$ cat src/rtl/mem_access_unit.sv
// RV32I memory stage: load/store to byte-lane data bus with req/ready handshake.
// Optional MEM_PERF_COUNT_EN adds a 32-bit Stall_Count output.
module mem_access_unit #(
  parameter int unsigned MAX_WAIT = 16
) (
  input  logic        CLK,
  input  logic        RST,
  input  logic        MEM_R_En_M,
  input  logic        MEM_W_En_M,
  input  logic [2:0]  Funct3_M,
  input  logic [31:0] ALU_Out_M,
  input  logic [31:0] Store_Data_M,
  output logic [31:0] MEM_Out_M,
  output logic        Stall_M,
  output logic        Misaligned_M,
  output logic        Bus_Err_M,
  output logic        DBUS_Req,
  output logic        DBUS_We,
  output logic [31:0] DBUS_Addr,
  output logic [3:0]  DBUS_Be,
  output logic [31:0] DBUS_WData,
  input  logic [31:0] DBUS_RData,
`ifdef MEM_PERF_COUNT_EN
  output logic [31:0] Stall_Count,
`endif
  input  logic        DBUS_Ready
);

  typedef enum logic [1:0] {
    S_IDLE,
    S_WAIT,
    S_DONE
  } state_t;

  state_t     state;
  logic [7:0] cnt;

  logic        access;
  logic        is_byte;
  logic        is_half;
  logic        is_word;
  logic        aligned;
  logic        go;
  logic [1:0]  a_lo;
  logic [3:0]  be_w;
  logic [31:0] wdata_w;
  logic [7:0]  ld_b;
  logic [15:0] ld_h;
  logic [31:0] ld_ext;

  assign access  = MEM_R_En_M | MEM_W_En_M;
  assign a_lo    = ALU_Out_M[1:0];
  assign is_byte = (Funct3_M[1:0] == 2'b00);
  assign is_half = (Funct3_M[1:0] == 2'b01);
  assign is_word = Funct3_M[1];

  assign aligned = is_byte
                 | (is_half & ~a_lo[0])
                 | (is_word & (a_lo == 2'b00));

  assign go           = access & aligned;
  assign Misaligned_M = access & ~aligned;

  assign Stall_M = RST & ((state == S_WAIT)
                 | ((state == S_IDLE) & go));

  always_comb begin
    be_w    = 4'b1111;
    wdata_w = Store_Data_M;
    unique case (1'b1)
      is_byte: begin
        be_w    = 4'b0001 << a_lo;
        wdata_w = {4{Store_Data_M[7:0]}};
      end
      is_half: begin
        be_w    = a_lo[1] ? 4'b1100 : 4'b0011;
        wdata_w = {2{Store_Data_M[15:0]}};
      end
      is_word: begin
        be_w    = 4'b1111;
        wdata_w = Store_Data_M;
      end
    endcase
  end

  always_comb begin
    ld_b   = DBUS_RData[{a_lo, 3'b000} +: 8];
    ld_h   = a_lo[1] ? DBUS_RData[31:16] : DBUS_RData[15:0];
    ld_ext = DBUS_RData;
    unique case (1'b1)
      is_byte: ld_ext = {{24{ld_b[7] & ~Funct3_M[2]}}, ld_b};
      is_half: ld_ext = {{16{ld_h[15] & ~Funct3_M[2]}}, ld_h};
      is_word: ld_ext = DBUS_RData;
    endcase
  end

  always_ff @(posedge CLK or negedge RST) begin
    if (!RST) begin
      state      <= S_IDLE;
      cnt        <= '0;
      DBUS_Req   <= 1'b0;
      DBUS_We    <= 1'b0;
      DBUS_Addr  <= '0;
      DBUS_Be    <= '0;
      DBUS_WData <= '0;
      MEM_Out_M  <= '0;
      Bus_Err_M  <= 1'b0;
    end else begin
      unique case (state)
        S_IDLE: begin
          if (go) begin
            DBUS_Req   <= 1'b1;
            DBUS_We    <= MEM_W_En_M;
            DBUS_Addr  <= {ALU_Out_M[31:2], 2'b00};
            DBUS_Be    <= MEM_W_En_M ? be_w : 4'b1111;
            DBUS_WData <= MEM_W_En_M ? wdata_w : 32'h0;
            cnt        <= '0;
            state      <= S_WAIT;
          end
        end
        S_WAIT: begin
          if (DBUS_Ready) begin
            MEM_Out_M <= MEM_W_En_M ? 32'h0 : ld_ext;
            DBUS_Req  <= 1'b0;
            DBUS_We   <= 1'b0;
            state     <= S_DONE;
          end else if (cnt == 8'(MAX_WAIT - 1)) begin
            MEM_Out_M <= '0;
            Bus_Err_M <= 1'b1;
            DBUS_Req  <= 1'b0;
            DBUS_We   <= 1'b0;
            state     <= S_DONE;
          end else begin
            cnt <= cnt + 8'd1;
          end
        end
        S_DONE: begin
          MEM_Out_M <= '0;
          Bus_Err_M <= 1'b0;
          state     <= S_IDLE;
        end
        default: state <= S_IDLE;
      endcase
    end
  end

`ifdef MEM_PERF_COUNT_EN
  always_ff @(posedge CLK or negedge RST) begin
    if (!RST)
      Stall_Count <= '0;
    else if (Stall_M)
      Stall_Count <= Stall_Count + 32'd1;
  end
`endif

endmodule
$ cat config.mk
export PLATFORM = sky130hd
export DESIGN_NAME = mem_access_unit
export DESIGN_NICKNAME = d
export VERILOG_FILES = /design/src/rtl/mem_access_unit.sv
export SDC_FILE = /design/constraint.sdc
export NUM_CORES = 1
export LEC_CHECK = 0
export CAP_MARGIN = 20
export CORE_MARGIN = 4
export CORE_UTILIZATION = 40
export CTS_CLUSTER_DIAMETER = 40
export DETAILED_ROUTE_END_ITERATION = 10
export PLACE_DENSITY_LB_ADDON = 0.3
export SYNTH_ARGS = -nofsm -noshare
export SYNTH_HDL_FRONTEND = slang
export SYNTH_SLANG_ARGS = --single-unit
$ cat constraint.sdc
create_clock -name CLK -period 1.77 [get_ports CLK]
set_input_delay 0.2655 -clock CLK [delete_from_list [all_inputs] [get_ports CLK]]
set_output_delay 0.2655 -clock CLK [all_outputs]
set_load 0.05 [all_outputs]
==> qor.txt <==
Count leader, synth: nand2_1
Setup TNS: -942 ps
Failing checks: negative setup slack
Overflow after GRT: 0
Initial DRT Pass Iterations: 5
Status: complete, but fails checks
Clock Sinks: 111
Post-DP HPWL: 13,300 µm
Vias in the first global route: 5,490
Unrepaired setup endpoints after global routing: yes
HP Class: in -> async
FF-to-FF End: MEM_Out_M[28]
Layout cells sized above 1: 28.6%
Area of the core: 13,500 µm²
Launch point of the worst reg-to-reg path: state[1]
GR Util All Layers: 23.1%
Area contributors post-synth: dfrtp_1 50%, nand2_1 10%, mux2i_1 4.5%
Number of flops mapped to enable cells by yosys: 0
TritonCTS Buffers: 9
Number of remaining DRC errors: 0
Vias/cell: 5.48
Clk buf depth: 2
IO Count: 209
Power Total: 16,400 µW
Synth top area share: 49.9%
Register area: 2780 µm²
Pins over their slew limit: 0
Routed wire length: 19,000 µm
Iter 0 DRT Violations: 424
DR vias: 5,426
Root buffer cell: clkbuf_16
Pwr dens: 1880 nW/µm²
Worst setup margin: -180 ps
Finish-stage setup viols: 20
Post-synthesis sequential area ratio: 49.9%
CP Max Fanout: 3
WL/cell: 19.2 µm
Post-Syn Area: 5560 µm²
Area Overhead vs Synth: 57.3%
Top_reg_cell synth: dfrtp_1
Final hold viol count: 0
Slew HR: 59.1%
Highest clock rate: 513 MHz
Inserted Diodes: 0
DRT antenna net count: 0
Die Height: 126 µm
H-Tree Depth: 3
Top cell type by total area after synthesis: dfrtp_1
Die X: 126 µm
Final Cycle Share: 110%
Synth warnings: 0
Worst Tran Pin Value: 614 ps
Initial antenna violation count: 0
Most instantiated cells after synthesis: 153 x nand2_1, 111 x dfrtp_1, 25 x mux2i_1
Worst setup SP type: flip-flop
GPL Wtd Cong: 0.822
WP data arrival: 1680 ps
Crit path required time: 1500 ps
Maxcap violations: 0
Syn Area/Cell: 10.2 µm²
Gate Count Post-Synth: 546
Total Nets Final: 917
Max IR drop VDD: 0.000916 V
Largest net degree at the start of global routing: 112
Post-synth ARST share: 100%
Leakage Power: 0.00432 µW
FF-to-FF path depth: 7
Initial Utilization: 41.3%
FILL cells: 1,074
Die area: 15,900 µm²
Skew final: 4.49 ps
Seq cells post-synth: 111
Critical Path Sink Type: output port
R2R Setup Slk: -60 ps
Hold buffers post-CTS: 0
TritonCTS clock tree: yes
Multi-input gate area: 2680 µm²
Worst-path clk slew: 70 ps
WS Path Type: reg -> out
Cell variety after synth: 55
First-pass GRT wire length: 29,500 µm
# rows: 42
Fin crit period: 1950 ps
IO buf count: 206
Worst skew pair latency: 340 ps
==> metal layers <==
layer	vias to the layer above	routed length (µm)	track usage [%]
li1	2491	-	-
met1	2677	7460	29.1
met2	216	9870	40.3
met3	42	1080	3.64
met4	0	578	8.64
met5	-	0	0
==> cell type report <==
type | instances | area share, %
Timing Repair Buffer | 292 | 31.0
Inverter | 17 | 0.730
Tap cell | 176 | 2.52
Sequential cell | 111 | 31.8
Clock buffer | 11 | 2.66
Clock inverter | 5 | 0.758
Multi-Input combinational cell | 378 | 30.6
==> power by group <==
group / total, µW / leakage (µW) / switching [µW] / internal (µW)
sequential: 4360 / 0.00144 / 699 / 3660
clock: 2090 / 0.000142 / 969 / 1120
combinational: 9960 / 0.00274 / 6430 / 3530
total: 16400 / 0.00432 / 8100 / 8310
==> stage by stage <==
step / std cells / hold WS, ps / area (µm²) / worst slack (ps) / utilization, %
after global routing: 990 / 84.5 / 8750 / -226 / 65.0
after global placement: 956 / 443 / 8040 / -312 / 59.7
after detailed placement: 956 / 457 / 8040 / -458 / 59.7
after CTS: 981 / 79.2 / 8480 / -130 / 63.0
final: 990 / 13.7 / 8750 / -180 / 65.0
after floorplan: 547 / -30.1 / 5580 / 11.3 / -
==> repair_timing <==
action,in CTS,in global routing
gates resized for setup,41,38
gates cloned,1,1
pin swaps,3,22
buffers inserted,8,9
setup endpoints to repair,54,53
==> how the worst max path moves through the flow <==
stage            startpoint  slack [ps]  depth (start not counted)             to
2_1_floorplan      state[0]          10                          6        Stall_M
3_3_place_gp     MEM_W_En_M        -310                          5  MEM_Out_M[21]
3_5_place_dp   ALU_Out_M[0]        -460                          5  MEM_Out_M[28]
4_1_cts            state[0]        -130                          7        Stall_M
5_1_grt            state[1]        -230                          6        Stall_M
6_report           state[1]        -180                          6        Stall_M
==> kinds of logic after synthesis <==
family	count (synthesis)	share of synthesized area, %
compound gates	137	19.1
buf+inv	58	5.42
mux	36	8.62
simple gates	199	15.9
flops	111	49.9
fa+ha+maj	4	0.900
other cells	1	0.0674
==> placed cells by master (no fill, tap or decap), types with 3 or more instances in the layout <==
master,instances
nand2_1,153
buf_4,144
dfrtp_1,111
clkdlybuf4s50_1,98
mux2i_1,25
a221o_1,23
dlygate4sd2_1,23
o22ai_1,14
inv_1,13
buf_12,12
nor2_1,11
o21ai_0,10
o31ai_1,10
clkbuf_16,10
mux4_2,9
a21oi_1,9
a22o_1,9
buf_6,9
a2bb2oi_1,8
o2111ai_1,8
o21ai_1,7
o2bb2ai_1,7
o31ai_2,7
nand2b_1,4
nand3_1,4
a211o_1,4
dlymetal6s2s_1,4
inv_2,3
o21a_4,3
and3_1,3
==> state kept, by name, indices dropped and copies added (netlist names) <==
| signal | count |
|---|---|
| DBUS_Addr | 30 |
| DBUS_Be | 4 |
| DBUS_WData | 32 |
| state | 2 |
| cnt | 8 |
| MEM_Out_M | 32 |
| DBUS_We | 1 |
| DBUS_Req | 1 |
| Bus_Err_M | 1 |
==> worst max-delay path, cell delays in order (launching register included) <==
cell     delay, ps
dfrtp_1        430
inv_2          110
ha_4           150
nor4b_4        240
buf_6          160
o21a_4         130
buf_12         130
Note: power is estimated with default switching activity, not from simulation.
